### config.mk
export PLATFORM = sky130hd
export DESIGN_NAME = tail_light_seq
export DESIGN_NICKNAME = d
export VERILOG_FILES = /design/src/rtl/tail_light_seq.sv
export SDC_FILE = /design/constraint.sdc
export NUM_CORES = 1
export LEC_CHECK = 0
export ABC_AREA = 1
export CORE_MARGIN = 1
export CORE_UTILIZATION = 46
export DETAILED_ROUTE_END_ITERATION = 10
export PLACE_DENSITY = 0.72
export SLEW_MARGIN = 10
export SYNTH_ARGS = -nofsm -noshare
export SYNTH_HDL_FRONTEND = slang
export SYNTH_SLANG_ARGS = --single-unit
### constraint.sdc
create_clock -name clk -period 2.75 [get_ports clk]
set_input_delay 0.6875 -clock clk [delete_from_list [all_inputs] [get_ports clk]]
set_output_delay 0.6875 -clock clk [all_outputs]
set_load 0.02 [all_outputs]
### src/rtl/tail_light_seq.sv
// Sequential tail-light controller: LAMPS-wide thermometer turn signals, hazard flash, tick prescaler.
// Optional brake overlay compiled in with `define TL_BRAKE_EN (adds port brk, applied every clk).
module tail_light_seq #(
  parameter int LAMPS = 3,
  parameter int DIV   = 4
) (
  input  logic             clk,
  input  logic             rst,
  input  logic             lt,
  input  logic             rt,
  input  logic             haz,
`ifdef TL_BRAKE_EN
  input  logic             brk,
`endif
  output logic [LAMPS-1:0] li,
  output logic [LAMPS-1:0] ri,
  output logic             busy
);

  localparam int SW = $clog2(LAMPS + 1);
  localparam int CW = (DIV > 1) ? $clog2(DIV) : 1;
  localparam logic [SW-1:0]    LAST = SW'(LAMPS);
  localparam logic [CW-1:0]    CMAX = CW'(DIV - 1);
  localparam logic [LAMPS-1:0] ALL  = {LAMPS{1'b1}};

  typedef enum logic [2:0] {IDLE, LEFT, RIGHT, HAZ_ON, HAZ_OFF} state_t;

  state_t           r_state;
  state_t           w_state_nxt;
  logic [SW-1:0]    r_step;
  logic [SW-1:0]    w_step_nxt;
  logic [CW-1:0]    r_cnt;
  logic [LAMPS-1:0] r_li;
  logic [LAMPS-1:0] r_ri;
  logic             r_busy;
  logic             w_tick;
  logic             w_hz;
  logic             w_brk;
  logic [LAMPS-1:0] w_pat;

`ifdef TL_BRAKE_EN
  assign w_brk = brk;
`else
  assign w_brk = 1'b0;
`endif

  assign w_tick = (r_cnt == CMAX);
  assign w_hz   = haz | (lt & rt);
  // Thermometer of the upcoming step: (1<<step)-1, all ones at step==LAMPS.
  assign w_pat  = ~(ALL << w_step_nxt);

  always_comb begin
    w_state_nxt = r_state;
    w_step_nxt  = r_step;
    if (w_tick) begin
      case (r_state)
        IDLE: begin
          if (w_hz) begin
            w_state_nxt = HAZ_ON;
          end else if (lt) begin
            w_state_nxt = LEFT;
            w_step_nxt  = SW'(1);
          end else if (rt) begin
            w_state_nxt = RIGHT;
            w_step_nxt  = SW'(1);
          end
        end
        LEFT, RIGHT: begin
          if (w_hz) begin
            w_state_nxt = HAZ_ON;
            w_step_nxt  = '0;
          end else if (r_step == LAST) begin
            w_state_nxt = IDLE;
            w_step_nxt  = '0;
          end else begin
            w_step_nxt  = r_step + 1'b1;
          end
        end
        HAZ_ON:  w_state_nxt = w_hz ? HAZ_OFF : IDLE;
        HAZ_OFF: w_state_nxt = w_hz ? HAZ_ON : IDLE;
        default: begin
          w_state_nxt = IDLE;
          w_step_nxt  = '0;
        end
      endcase
    end
  end

  // Lamps are derived from the next state every clk so the brake overlay lands one edge after brk.
  always_ff @(posedge clk or posedge rst) begin
    if (rst) begin
      r_state <= IDLE;
      r_step  <= '0;
      r_cnt   <= '0;
      r_li    <= '0;
      r_ri    <= '0;
      r_busy  <= 1'b0;
    end else begin
      r_cnt   <= w_tick ? '0 : r_cnt + 1'b1;
      r_state <= w_state_nxt;
      r_step  <= w_step_nxt;
      r_busy  <= (w_state_nxt != IDLE);
      case (w_state_nxt)
        LEFT: begin
          r_li <= w_pat;
          r_ri <= w_brk ? ALL : '0;
        end
        RIGHT: begin
          r_li <= w_brk ? ALL : '0;
          r_ri <= w_pat;
        end
        HAZ_ON: begin
          r_li <= ALL;
          r_ri <= ALL;
        end
        HAZ_OFF: begin
          r_li <= '0;
          r_ri <= '0;
        end
        default: begin
          r_li <= w_brk ? ALL : '0;
          r_ri <= w_brk ? ALL : '0;
        end
      endcase
    end
  end

  assign li   = r_li;
  assign ri   = r_ri;
  assign busy = r_busy;

endmodule

# Word level (Yosys, flattened, before mapping)
# Index checks and enable logic that the tools add are counted.
# word_totals
register_bits,14
latchBits,0
ramBits,0
mem_bits_ro,0
input_bits,5
output_inout_bits,7
elab_cells,44
mem_count,0
# op_classes
addsub,2
multipliers,0
div_mod_pow,0
n_lt_le_gt_ge,0
eq_ne,9
n_shift,1
n_mux,19
bitwise,3
n_reduce_logical,4
# ops
operator,count
two-way mux 3 bit,7
two-way mux 2 bit,8
"equality test 3 x 2 -> 1 bit, second input constant",4
case mux 3 bit (2 select lines),2
case mux 3 bit (4 select lines),1
"equality test 3 x 1 -> 1 bit, second input constant",2
case mux 2 bit (3 select lines),1
"adder 2 x 1 -> 2 bit, second input constant",2
"equality test 2 bit, second input constant",2
OR reduction 2 bit,2
"equality test 3 bit, second input constant",1
logical NOT 3 bit,1
NOT 3 bit,1
nonzero test 3 bit,1
"left shift 3 x 2 -> 3 bit, first input constant",1
AND 1 bit,1
OR 1 bit,1

# Longest topological paths before layout
# logic_depth
depth_word,8
depth_mapped,11
depth_no_buf,11

# Worst setup path before layout
# Ideal clock, no wire load.
# synth_timing
path_type,input port to flip-flop
from,input port haz
to,"register r_li[0], in the netlist li[0]"
setup_ns,0.116
t_arrival_ns,1.414
t_required_ns,2.634
setup_slack_ns,1.220
cell_stages,8
n_path_buf,0
path_cell_list,inv_1 -> nand2_2 -> nand3_1 -> nand4_1 -> nand2_1 -> nand3_1 -> nor2_1 -> nor2_1
# synth_via
elab_chain_len,7
elab_cells_between_ends,16
classes_between,eq/ne (2); shift (1); mux (11); bitwise (2)
# synth_lines
element,line,rtl
from (decl),11,"input logic haz,"
OR 1 bit *,48,assign w_hz = haz | (lt & rt);
"two-way mux 2 bit, on equally long branches","69, 58",
case mux 2 bit (3 select lines),56,case (r_state)
two-way mux 2 bit,55,if (w_tick) begin
left shift 3 x 2 -> 3 bit,50,assign w_pat = ~(ALL << w_step_nxt);
NOT 3 bit,50,
case mux 3 bit (2 select lines) *,103,case (w_state_nxt)
to (signal assigned),105,r_li <= w_pat;
to (signal assigned),109,r_li <= w_brk ? ALL : '0;
to (signal assigned),121,r_li <= w_brk ? ALL : '0;
to (decl),33,logic [LAMPS-1:0] r_li;
# Mark *: on every way between the ends. The rest lies on a longest branch, timed or not.

# Final worst setup path
# layout_timing
from,input port lt
to,"register r_li[0], in the netlist li[0]"
# layout_via
elab_chain_len,8
elab_cells_between_ends,19
classes_between,eq/ne (2); shift (1); mux (13); bitwise (3)
# layout_lines
element,line,rtl
from (decl),9,"input logic lt,"
AND 1 bit,48,
OR 1 bit,48,
"two-way mux 2 bit, on equally long branches","69, 58",
case mux 2 bit (3 select lines),56,
two-way mux 2 bit,55,
left shift 3 x 2 -> 3 bit,50,
NOT 3 bit,50,
case mux 3 bit (2 select lines) *,103,
# Marks and branches as above.

==> impl_results.md <==
- Distinct cells, synth: 17
- CTS Root Cell: clkbuf_4
- CTS buffer count: 3
- Gate power share: between 50% and 60%
- Post-synth top area cell: dfrtp_1
- GRT Resource Usage Total: between 10% and 20%
- Initial antenna violation count: 0
- CTS resizes: 0
- DRT iter0 DRCs: 13
- Req. time, crit path: between 2 and 3 ns
- Leak: between 0.0005 and 0.0006 uW
- Placed Area: 932 um^2
- Skew-Pair Late Insertion Delay: between 0.2 and 0.3 ns
- WHS: 0.432 ns
- WL/cell: roughly 11 um
- I/O pin cnt: 12
- Gr ovfl total: 0
- Area Overhead vs Synth: 19.6%
- Slew Viols, Final: 0
- First-pass GRT wire length: 2710 um
- DP HPWL: 1250 um
- Switching Fraction: between 40% and 50%
- Clock skew: 0.00168 ns
- Vias in the first global route: roughly 660
- Register area share after synthesis: between 40% and 50%
- Most common cell in the netlist: nand2_1
- DR vias/cell: 5.06
- Tmin final: 1.92 ns
- Setup Fix Bufs, Post-CTS: 0
- IO buf count: 11
- Post-route ant nets: 0
- Crit path DAT: between 2 and 2.5 ns
- CP Max Fanout: 7
- EDFF count, synth: 0
- RD Place Congestion: 0.856
- VDD IR-drop max: ~0.54 mV
- Finished Cell Area: around 970 um^2
- Critical Path Sink Type: flip-flop
- Hold Path Class: flip-flop to flip-flop
- Largest net degree at the start of global routing: 15
- Net Switching: approximately 440 uW
- Status: complete, no violations
- Placeable Area: between 1500 and 2000 um^2
- CTS tree: done
- PwrDens: ~1000 nW/um^2
- Vias: roughly 710
- Clk network pwr share: between 10 and 15%
- # nets final: around 130
- CTS Hold Bufs: 0
- CTS H-tree depth: 1
- Startpoint types: input pin
- Clk sink count: 14
- Asr flop ratio synth: 100%
- Synth top area share: between 40% and 50%
- Row count: 14
- Synth Warn #: 0
- Slew @ Worst Pin: roughly 0.51 ns
- Die W: 44.0 um
- Total Die Area: 1930 um^2
- Top cells by count, synth: nand2_1, inv_1, dfrtp_1, nand3_1, nor2_1
- Multi-input combinational cell area: around 390 um^2
- Max Cap Viol: 0
- Die height: 44.0 um
- CTS max path bufs: 2
- Worst Setup Slack, final: approximately 0.83 ns
- Power, Total: 992 uW
- Final Setup Violations: 0
- Final Hold Viols: 0
- Register area: ~350 um^2
- Maximum clock frequency: 520 MHz
- Final WL: between 1500 and 2000 um
- Fill count: between 100 and 150
- Worst-path clk slew: roughly 0.08 ns
- Pre-Repair DR Iteration Count: 6
- Post-place setup slack: approximately 0.55 ns
- Ranking of synthesized cells by area: dfrtp_1, nand2_1, nand3_1, inv_1, nand2_2
- Internal power: between 500 and 600 uW
- Initial Util: approximately half
- DRC errors left: 0
- Average size of a mapped cell: 7.36 um^2
- Top_reg_cell synth: dfrtp_1
- Post-Syn Instances: 110
- Final period util: roughly 70%
- #FFs+latches synth: 14
- RSZ-0062 raised after global routing: no
- Kind of critical path: input pin to flip-flop
- Slew HR: 65.7%
- Antenna diodes: 0
- Syn nets: between 100 and 150
- Setup TNS: 0 ns
- Cell Area, Synth: a little over 800 um^2
- Share of power burned in registers: between 30 and 40%
- Layout cell share with drive strength beyond 1: between 10 and 15%
cell type report:
type,count,share of cell area [%]
Timing Repair Buffer,11,11.4
Clock buffer,4,3.75
Sequential cell,14,36.2
Tap cell,16,2.07
Inverter,17,6.59
Multi-Input combinational cell,78,40.1
critical path, stage by stage:
cell,delay [ns]
clkdlybuf4s50_1,0.45
nand2_1,0.14
nand2_2,0.11
nand3_1,0.11
nand4_1,0.11
nand2_1,0.20
nand3_1,0.14
nor2_1,0.11
nor2_1,0.04
through the flow:
stage | utilization, % | instances
after floorplan | - | 110
final | 61.4 | 140
after global routing | 61.4 | 140
after global placement | 59.1 | 136
after detailed placement | 59.1 | 136
after CTS | 61.4 | 140
power by group through the flow:
| stage | registers, uW | clock network (uW) | logic, uW |
|---|---|---|---|
| floorplan | 371 | 0 | 318 |
| finish | 326 | 148 | 519 |
| detailed placement | 330 | 0 | 520 |
| global placement | 328 | 0 | 515 |
| CTS | 327 | 153 | 523 |
| global route | 336 | 156 | 579 |
final timing paths:
path | endpoint | cells past startpoint | slack (ns) | startpoint
setup reg to reg | li[0] | 10 | 1.20 | r_step[1]
min in group asynchronous | li[0] | 2 | 0.73 | rst
max in group asynchronous | r_state[2] | 2 | 1.68 | rst
setup / recovery | li[0] | 9 | 0.83 | lt
hold / removal | r_cnt[0] | 1 | 0.43 | r_cnt[0]
hold reg to reg | r_cnt[0] | 1 | 0.43 | r_cnt[0]
per-layer routing:
layer	vias up	share of wire (%)	track usage [%]
met1	317	46	22.9
met4	0	1.9	9.09
met3	5	4.4	4.17
met5	-	0	0
li1	372	-	-
met2	15	48	33.1
cell families (layout without fill, tap and decap cells):
logic type	count (synthesis)	after routing	synth area share [%]
compound gates	6	6	4.02
fa+ha+maj	2	2	3.09
buf+inv	18	32	8.81
flops	14	14	43.3
simple gates	70	70	40.8
registers in the layout, indices dropped and copies added, names as in the netlist:
name and flops:
li 3, r_state 3, ri 3, r_cnt 2, r_step 2, busy 1
cells in the final DEF, fill, tap and decap left out, types with 2 or more instances in the layout:
| master | synthesis | routed |
|---|---|---|
| a21oi_1 | 2 | 2 |
| clkbuf_4 | 0 | 3 |
| clkdlybuf4s50_1 | 0 | 11 |
| dfrtp_1 | 14 | 14 |
| ha_1 | 2 | 2 |
| inv_1 | 15 | 15 |
| inv_2 | 2 | 2 |
| nand2_1 | 31 | 31 |
| nand2_2 | 7 | 7 |
| nand3_1 | 14 | 14 |
| nand3_2 | 2 | 2 |
| nand4_1 | 3 | 3 |
| nor2_1 | 10 | 10 |
| nor2_2 | 2 | 2 |
| o21ai_0 | 2 | 2 |
(Power assumes the default switching activity.)
